### src/rtl/fetch_unit.sv
// Instruction-fetch front end: sequential word requests, in-order response buffer, redirect flush.
// Optional FETCH_STATS_EN adds a saturating discarded-response counter (fetch_drop_count).
module fetch_unit #(
    parameter logic [31:0] RESET_PC = 32'h0000_0000,
    parameter int          DEPTH    = 2
) (
    input  logic        clk,
    input  logic        reset,
    input  logic        redirect_valid,
    input  logic [31:0] redirect_pc,
    output logic        imem_req_valid,
    input  logic        imem_req_ready,
    output logic [31:0] imem_req_addr,
    input  logic        imem_resp_valid,
    input  logic [31:0] imem_resp_data,
    output logic        fetch_valid,
    output logic [31:0] fetch_inst,
    output logic [31:0] fetch_pc,
    input  logic        fetch_ready
`ifdef FETCH_STATS_EN
    ,
    output logic [15:0] fetch_drop_count
`endif
);

    localparam int CW = $clog2(DEPTH + 1);
    localparam int PW = (DEPTH > 1) ? $clog2(DEPTH) : 1;
    localparam logic [CW:0] DEPTH_C = (CW + 1)'(DEPTH);

    logic [31:0]   pc;
    logic [CW-1:0] inflight_cnt;
    logic [CW-1:0] buf_cnt;
    logic [CW-1:0] drop_cnt;
    logic [PW-1:0] infl_head, infl_tail;
    logic [PW-1:0] buf_head, buf_tail;

    logic [31:0] infl_pc  [DEPTH];
    logic [31:0] buf_inst [DEPTH];
    logic [31:0] buf_pc   [DEPTH];

    logic req_fire;
    logic resp_ok;
    logic keep;
    logic discard;
    logic fetch_fire;

    function automatic logic [PW-1:0] ptr_inc(input logic [PW-1:0] p);
        ptr_inc = (p == PW'(DEPTH - 1)) ? '0 : p + 1'b1;
    endfunction

    // Credit covers both outstanding requests and buffered entries, so the buffer cannot overflow.
    assign imem_req_valid = !redirect_valid &&
                            (({1'b0, inflight_cnt} + {1'b0, buf_cnt}) < DEPTH_C);
    assign imem_req_addr  = pc;
    assign req_fire       = imem_req_valid && imem_req_ready;

    // A response with nothing outstanding is ignored entirely.
    assign resp_ok    = imem_resp_valid && (inflight_cnt != '0);
    assign keep       = resp_ok && !redirect_valid && (drop_cnt == '0);
    assign discard    = resp_ok && (redirect_valid || (drop_cnt != '0));

    assign fetch_valid = (buf_cnt != '0);
    assign fetch_fire  = fetch_valid && fetch_ready && !redirect_valid;
    assign fetch_inst  = fetch_valid ? buf_inst[buf_head] : '0;
    assign fetch_pc    = fetch_valid ? buf_pc[buf_head]   : '0;

    always_ff @(posedge clk or posedge reset) begin
        if (reset) begin
            pc           <= RESET_PC;
            inflight_cnt <= '0;
            buf_cnt      <= '0;
            drop_cnt     <= '0;
            infl_head    <= '0;
            infl_tail    <= '0;
            buf_head     <= '0;
            buf_tail     <= '0;
        end else begin
            inflight_cnt <= inflight_cnt + CW'(req_fire) - CW'(resp_ok);
            if (req_fire) infl_tail <= ptr_inc(infl_tail);
            if (resp_ok)  infl_head <= ptr_inc(infl_head);

            if (redirect_valid) begin
                pc       <= redirect_pc & ~32'h3;
                buf_cnt  <= '0;
                buf_head <= '0;
                buf_tail <= '0;
                drop_cnt <= inflight_cnt - CW'(resp_ok);
            end else begin
                if (req_fire) pc <= pc + 32'd4;
                buf_cnt <= buf_cnt + CW'(keep) - CW'(fetch_fire);
                if (keep)       buf_tail <= ptr_inc(buf_tail);
                if (fetch_fire) buf_head <= ptr_inc(buf_head);
                if (discard)    drop_cnt <= drop_cnt - 1'b1;
            end
        end
    end

    // Storage arrays need no reset: occupancy counters gate every read.
    always_ff @(posedge clk) begin
        if (req_fire) infl_pc[infl_tail] <= pc;
        if (keep) begin
            buf_inst[buf_tail] <= imem_resp_data;
            buf_pc[buf_tail]   <= infl_pc[infl_head];
        end
    end

`ifdef FETCH_STATS_EN
    always_ff @(posedge clk or posedge reset) begin
        if (reset) begin
            fetch_drop_count <= '0;
        end else if (discard && (fetch_drop_count != 16'hFFFF)) begin
            fetch_drop_count <= fetch_drop_count + 16'd1;
        end
    end
`endif

endmodule

### config.mk
export PLATFORM = sky130hd
export DESIGN_NAME = fetch_unit
export DESIGN_NICKNAME = d
export VERILOG_FILES = /design/src/rtl/fetch_unit.sv
export SDC_FILE = /design/constraint.sdc
export NUM_CORES = 1
export LEC_CHECK = 0
export ABC_CLOCK_PERIOD_IN_PS = 15960
export CAP_MARGIN = 20
export CORE_MARGIN = 3
export CORE_UTILIZATION = 42
export DETAILED_ROUTE_END_ITERATION = 6
export PLACE_DENSITY = 0.65
export SYNTH_ARGS = -nofsm -noshare
export SYNTH_HDL_FRONTEND = slang
export SYNTH_SLANG_ARGS = --single-unit
### constraint.sdc
create_clock -name clk -period 15.96 [get_ports clk]
set_input_delay 3.192 -clock clk [delete_from_list [all_inputs] [get_ports clk]]
set_output_delay 3.192 -clock clk [all_outputs]
set_load 0.1 [all_outputs]
==> metrics.md, run 1 <==
| Metric | Value |
|---|---|
| # Post-CTS Setup Buffers | 0 |
| Synth Instances | 638 |
| Sink Count | 224 |
| Initial antenna violation count | 0 |
| DR WL/cell | 18.4 um |
| Post-Place Cells | 1049 |
| Post-synth EDFFs | 184 |
| Clock Latency Late Sink | 0.50 ns |
| Io pins | 168 |
| Async set-reset flop share out of synthesis | 17.9% |
| Cell Area, Synth | 9280 sq um |
| Setup TNS | 0 ns |
| Yosys Warn Count | 0 |
| Avg Inst Size Synth | 14.5 sq um |
| Htree depth | 1 |
| Die W | 155 um |
| Max incr delay on CP | 1.21 ns |
| Vias in the first global route | 5904 |
| CTS Buf Count | 24 |
| Max Slew Vio Count | 0 |
| Design Area, Final | 12000 sq um |
| Max FO, Critical Path | 46 |
| Starting Density | 43.5% |
| Vias/cell | 5.22 |
| Worst Hold Class | register to register |
| Maximum clock rate | 0.116 GHz |
| Pwr dens | 165 nW/um^2 |
| Instance count on the critical path | 4 |
| R2R depth | 7 |
| Worst slew pin tran | 1.05 ns |
| Top delay family on crit path | buffers and inverters |
| Routability Congestion | 0.772 |
| Max-cap violation count | 0 |
| Most Frequent Cell on Critical Path | clkdlybuf4s50_1 |
| Met3 wire len | 1420 um |
| Starting DRT DRC Count | 320 |
| Met2 wire length | 10100 um |
| Leakage power | 4.00 nW |
| Sequential area share after synthesis | 70.3% |
| R2R setup slack | 12.50 ns |
| Unrepaired setup endpoints after global routing | no |
| CP arrival | 5.42 ns |
| #FFs+latches synth | 224 |
| DR pass1 iterations | 5 |
| Die footprint | 23900 sq um |
| # DRC | 0 |
| WL met1 | 8300 um |
| CTS tree | yes |
| Fin crit share | 54.0% |
| Pin count of the biggest net entering global routing | 64 |
| Synth cell types | 45 |
| Outcome | finished, final reports clean |
| Critical Path RT | 12.77 ns |
| Hold depth | 1 |
| First-pass GRT wire length | 32100 um |
| Crit path cell chain | clkdlybuf4s50_1, buf_4, nor3_1, clkdlybuf4s50_1 |
| CTS resizes | 0 |
| Nets | 879 |
| Top sig layer | met4 |
| Cell Area, Placed | 11200 sq um |
| Post-route insts no fill | 1094 |
| Vias | 5706 |
| Worst-path clk slew | 0.06 ns |
| Main synth FF type | edfxtp_1 |
| N_diodes | 0 |
| Core area | 21400 sq um |
| Crit start category | input pin |
| Routed wire length | 20100 um |
| PortBufs | 161 |
| Congestion Overflow GR | 0 |
| CTS max path bufs | 3 |
| Critical path class | input pin to output pin |
| Share of post-route cells with drive strength above 1 | 10.3% |
| CTS Root Cell | clkbuf_16 |
| CP max stage cell | clkdlybuf4s50_1 |
| Rows | 53 |
| Final min period | 8.61 ns |
| Clk_skew | 0.0115 ns |
| Syn-to-layout area delta | 28.8% |
| Final Hold Fails | 0 |
| Hold buffer count at cts | 0 |
| Worst path bufs/invs | 3 |
| Tot GR Track Use | 16.8% |
| Die Span Y | 155 um |
| Max IR drop VDD | 0.104 mV |
| Crit. End Element | output pin |
| Rel. slew slack | 30.0% |
| Final ANT Viol Nets | 0 |
| Final setup violation count | 0 |
| Hpwl dp | 13100 um |
worst paths after layout:
check,start,to
setup / recovery,redirect_valid,imem_req_valid
min in group asynchronous,reset,imem_req_addr[27]
max in group asynchronous,reset,buf_head
hold / removal,infl_tail,infl_tail
setup reg to reg,buf_cnt[0],imem_req_addr[25]
hold reg to reg,infl_tail,infl_tail
power breakdown:
part / leakage [nW] / internal, mW / total, mW / switching (mW)
Combinational: 1.49 / 0.191 / 0.693 / 0.501
Clock: 0.370 / 0.311 / 0.520 / 0.209
Sequential: 2.14 / 0.717 / 0.762 / 0.0449
Total: 4.00 / 1.22 / 1.98 / 0.755
synthesized netlist by cell type (all sizes together), types with 2 or more instances:
master	n	area share, %
a31oi	13	0.88
nand2	29	1.2
xor2	10	0.94
and4	4	0.38
dfrtp	40	11
o31a	2	0.19
ha	7	0.94
nor2b	2	0.13
inv	13	0.53
clkbuf	24	0.97
nor2	86	3.5
and3	5	0.35
o21ai	18	0.97
xnor2	12	1.1
or4	7	0.57
o41ai	3	0.28
nor3	3	0.16
mux2	31	3.8
mux2i	64	6.9
or4b	2	0.22
nand3	16	0.86
buf	12	0.69
nor4b	2	0.19
o31ai	8	0.65
or3	5	0.39
nand4bb	2	0.24
nor4	7	0.54
edfxtp	184	60
nand4	15	1.0
and2	3	0.20
cell families (layout without fill, tap and decap cells):
kind of cell             after synthesis  after routing  synth area share (%)
buffers and inverters                 49            227                  2.18
adder cells (fa/ha/maj)                8              8                  1.16
multiplexers                          95             95                  10.7
AND/OR/NAND/NOR                      191            191                  10.2
other                                  1              4                0.0404
XOR/XNOR                              22             22                  2.08
flip-flops                           224            224                  70.3
AO/OA/AOI/OAI                         48             48                  3.33
worst register-to-register path, cell delays in order, from the launching register on:
cell and delay [ns]:
dfrtp_1 0.39, inv_1 0.08, nor2_1 0.15, fa_1 0.49, nor3b_2 0.76, nand3_1 0.66
or4_1 0.68, a31oi_1 0.17
flip-flops by register name (all words and copies together) (netlist names):
register       count
buf_inst          64
buf_pc            60
infl_pc           60
imem_req_addr     30
buf_cnt            2
drop_cnt           2
inflight_cnt       2
buf_head           1
buf_tail           1
infl_head          1
infl_tail          1
metal layers:
metal  vias up  global-route usage (%)
met5         -                       0
met4         0                    4.33
met3        19                    3.72
met2       208                    28.7
met1      2774                    21.8
li1       2705                       -
cells in the final DEF, fill, tap and decap left out, types with 10 or more instances in the layout:
master	Yosys	layout
clkbuf_16	0	25
nor2_1	86	84
nand3_1	16	16
inv_1	13	13
edfxtp_1	184	184
nand4_1	15	15
nand2_1	29	29
a31oi_1	13	13
o21ai_0	16	16
mux2_2	31	31
xor2_1	10	10
xnor2_1	12	12
clkdlybuf4s50_1	0	161
mux2i_1	64	64
dfrtp_1	40	39
layout make-up:
cell class / count / area (sq um)
Clock buffer: 33 / 676
Timing Repair Buffer: 170 / 1700
Inverter: 13 / 48.8
Tap cell: 275 / 344
Clock inverter: 11 / 77.6
Multi-Input combinational cell: 368 / 2580
Fill cell: 1727 / 9400
Sequential cell: 224 / 6530
metrics by stage:
stage	total power [mW]	util [%]	setup WS, ns	hold WS [ns]
4_1_cts	2.00	55.9	7.34	0.513
2_1_floorplan	1.30	-	7.23	0.460
6_report	1.98	56.0	7.35	0.511
3_3_place_gp	1.46	52.3	7.34	0.495
5_1_grt	2.06	56.0	7.24	0.547
3_5_place_dp	1.47	52.3	7.36	0.503
Power figures use the tool's default switching activity.
==> run 2, diff against run 1 <==
--- a/config.mk
+++ b/config.mk
@@ -5,7 +5,7 @@
 export SDC_FILE = /design/constraint.sdc
 export NUM_CORES = 1
 export LEC_CHECK = 0
-export ABC_CLOCK_PERIOD_IN_PS = 15960
+export ABC_CLOCK_PERIOD_IN_PS = 8900
 export CAP_MARGIN = 20
 export CORE_MARGIN = 3
 export CORE_UTILIZATION = 42
==> constraint.sdc (replaced) <==
create_clock -name clk -period 8.9 [get_ports clk]
set_input_delay 1.78 -clock clk [delete_from_list [all_inputs] [get_ports clk]]
set_output_delay 1.78 -clock clk [all_outputs]
set_load 0.1 [all_outputs]
==> run 2 against run 1 <==
  * Cell count is 0.18% lower
  * Sequential share of layout area up 0.092 points
  * Design area fell by 0.17%
  * Register-to-register slack got worse by 7.0 ns
  * Combinational power increased by 80%
  * Critical path depth stayed put
  * Power grew 79%
  * Setup slack got worse by 4.2 ns
  * Non-clock buffer count did not move
  * Clock-buffer cell count is 7 lower
  * Sequential power is 78% higher
  * Wire length is essentially flat
==> metrics.md, run 2 (synthesis gave the netlist of run 1 again) <==
| Metric | Value |
|---|---|
| Outcome | finished, final reports clean |
| Worst-path clk slew | 0.06 ns (about the same) |
| Instance count on the critical path | 4 (unchanged) |
| Starting DRT DRC Count | 291 (-9.1%) |
| Max FO, Critical Path | 46 (unchanged) |
| Final Hold Fails | 0 (unchanged) |
| Critical path class | input pin to output pin |
| Worst Hold Class | register to register |
| Rel. slew slack | 30.3% (+0.27 points) |
| CP max stage cell | clkdlybuf4s50_1 |
| # Post-CTS Setup Buffers | 0 (unchanged) |
| Crit path cell chain | clkdlybuf4s50_1, buf_4, nor3_1, clkdlybuf4s50_1 |
| Starting Density | 43.5% (unchanged) |
| Multi-input logic area | 2580 sq um (unchanged) |
| # DRC | 0 (unchanged) |
| Fillers | 1731 (+0.23%) |
| Die W | 155 um (unchanged) |
| Core area | 21400 sq um (unchanged) |
| Largest registers | buf_inst (64), buf_pc (60), infl_pc (60) |
| Post-Place Cells | 1049 (unchanged) |
| Critical Path RT | 7.12 ns (-5.65 ns) |
| Pin count of the biggest net entering global routing | 64 (unchanged) |
| Max IR drop VDD | 0.183 mV (+76%) |
| DR pass1 iterations | 5 (unchanged) |
| Congestion Overflow GR | 0 (unchanged) |
| Die footprint | 23900 sq um (unchanged) |
| Initial antenna violation count | 0 (unchanged) |
| Sink Count | 224 (unchanged) |
| Overall Power | 3.53 mW (+79%) |
| Met1 GRT Util | 21.3% (-0.49 points) |
| Max incr delay on CP | 1.21 ns (about the same) |
| CTS Root Cell | clkbuf_16 |
| First-pass GRT wire length | 31900 um (-0.52%) |
| GR peak layer | met2 |
| Io pins | 168 (unchanged) |
| Worst slew pin tran | 1.04 ns (-0.00405 ns) |
| Hpwl dp | 13200 um (+0.36%) |
| PortBufs | 161 (unchanged) |
| Max reg flops | 64 (unchanged) |
| Most frequent cells in the layout | edfxtp_1, clkdlybuf4s50_1, nor2_1, mux2i_1, dfrtp_1 |
| Final ANT Viol Nets | 0 (unchanged) |
| FF/Latch Area | 6530 sq um (unchanged) |
| Crit start category | input pin |
| Most Frequent Cell on Critical Path | clkdlybuf4s50_1 |
| Met3 Resource Use GR | 3.47% (-0.25 points) |
| Share of post-route cells with drive strength above 1 | 10.3% (+0.025 points) |
| Fin crit share | 65.1% |
| Post-route insts no fill | 1092 (-0.18%) |
| Max-cap violation count | 0 (unchanged) |
| Vias in the first global route | 5887 (-0.29%) |
| Htree depth | 1 (unchanged) |
| Routed wire length | 20100 um (about the same) |
| Largest Register | buf_inst |
| Max Slew Vio Count | 0 (unchanged) |
| Final min period | 5.79 ns |
| R2R depth | 7 (unchanged) |
| Setup TNS | 0 ns (unchanged) |
| Die Span Y | 155 um (unchanged) |
| Nets | 879 (unchanged) |
| Top delay family on crit path | buffers and inverters |
| Syn-to-layout area delta | 28.6% |
| Routability Congestion | 0.779 (+0.92%) |
| N_diodes | 0 (unchanged) |
| Worst path bufs/invs | 3 (unchanged) |
| Commonest non-fill, non-tap cell in the layout | edfxtp_1 |
| Vias/cell | 5.24 (+0.43%) |
| Hold buffer count at cts | 0 (unchanged) |
| R2R setup slack | 5.46 ns (-7.04 ns) |
| Clock Latency Late Sink | 0.50 ns (about the same) |
| CTS max path bufs | 3 (unchanged) |
| Fin Hold WS | 0.517 ns (+0.00617 ns) |
| Maximum clock rate | 0.173 GHz |
| CTS Buf Count | 24 (unchanged) |
| CTS resizes | 0 (unchanged) |
| DR WL/cell | 18.4 um (+0.15%) |
| GR Util met2 | 29.2% (+0.48 points) |
| Unrepaired setup endpoints after global routing | no |
| Tot GR Track Use | 16.7% (-0.070 points) |
| Crit. End Element | output pin |
| Vias | 5720 (+0.25%) |
| Hold depth | 1 (unchanged) |
| Rows | 53 (unchanged) |
| Leakage power | 4.00 nW (about the same) |
| Clk_skew | 0.0122 ns (+0.000715 ns) |
| Final setup violation count | 0 (unchanged) |
| Pwr dens | 296 nW/um^2 (+79%) |
| CP arrival | 4.01 ns (-1.41 ns) |
| CTS tree | yes |
[run 2: changes by cell type in the layout (fill, tap and decap cells not counted), sizes merged]
cell      previous run  this run
clkinv               9        15
clkbuf              33        26
clkinvlp             1         0
[run 2: metrics by stage]
step	util, %	setup WS [ns]	cell area, sq um
2_1_floorplan	-	1.90	9290
4_1_cts	55.8	3.10	11900
3_3_place_gp	52.3	3.11	11200
5_1_grt	55.9	2.97	11900
6_report	55.9	3.11	11900
3_5_place_dp	52.3	3.12	11200
[run 2: cell type report]
type	count	share of cell area, %
sequential	224	54.7
multi-input combinational	368	21.6
timing repair buffer	170	14.2
clock buffer	26	5.27
tap	275	2.88
clock inverter	16	0.870
inverter	13	0.409
[run 2: path summary, 6_finish.rpt]
| path | to | startpoint |
|---|---|---|
| worst max-delay path | imem_req_valid | redirect_valid |
| worst min-delay path | infl_tail | infl_tail |
| worst max register to register | imem_req_addr[23] | buf_cnt[0] |
| worst min register to register | infl_tail | infl_tail |
| max in group asynchronous | buf_head | reset |
| min in group asynchronous | imem_req_addr[31] | reset |
[run 2: metal layers]
metal | wire (um) | up-vias
met5 | 0 | -
met4 | 386 | 0
met3 | 1190 | 35
met2 | 10100 | 172
met1 | 8480 | 2801
li1 | - | 2712
[run 2: power by group]
group	switching (mW)	internal [mW]	total [mW]
Combinational	0.905	0.344	1.25
Sequential	0.0764	1.29	1.36
Clock	0.382	0.536	0.918
Total	1.36	2.17	3.53
[run 2: worst reg2reg max path, delay by kind of cell, from the launching register on]
family                   cells  cell delay, ns
flip-flops                   1            0.39
AND/OR/NAND/NOR              4            2.23
buffers and inverters        1            0.08
adder cells (fa/ha/maj)      1            0.49
AO/OA/AOI/OAI                1            0.18
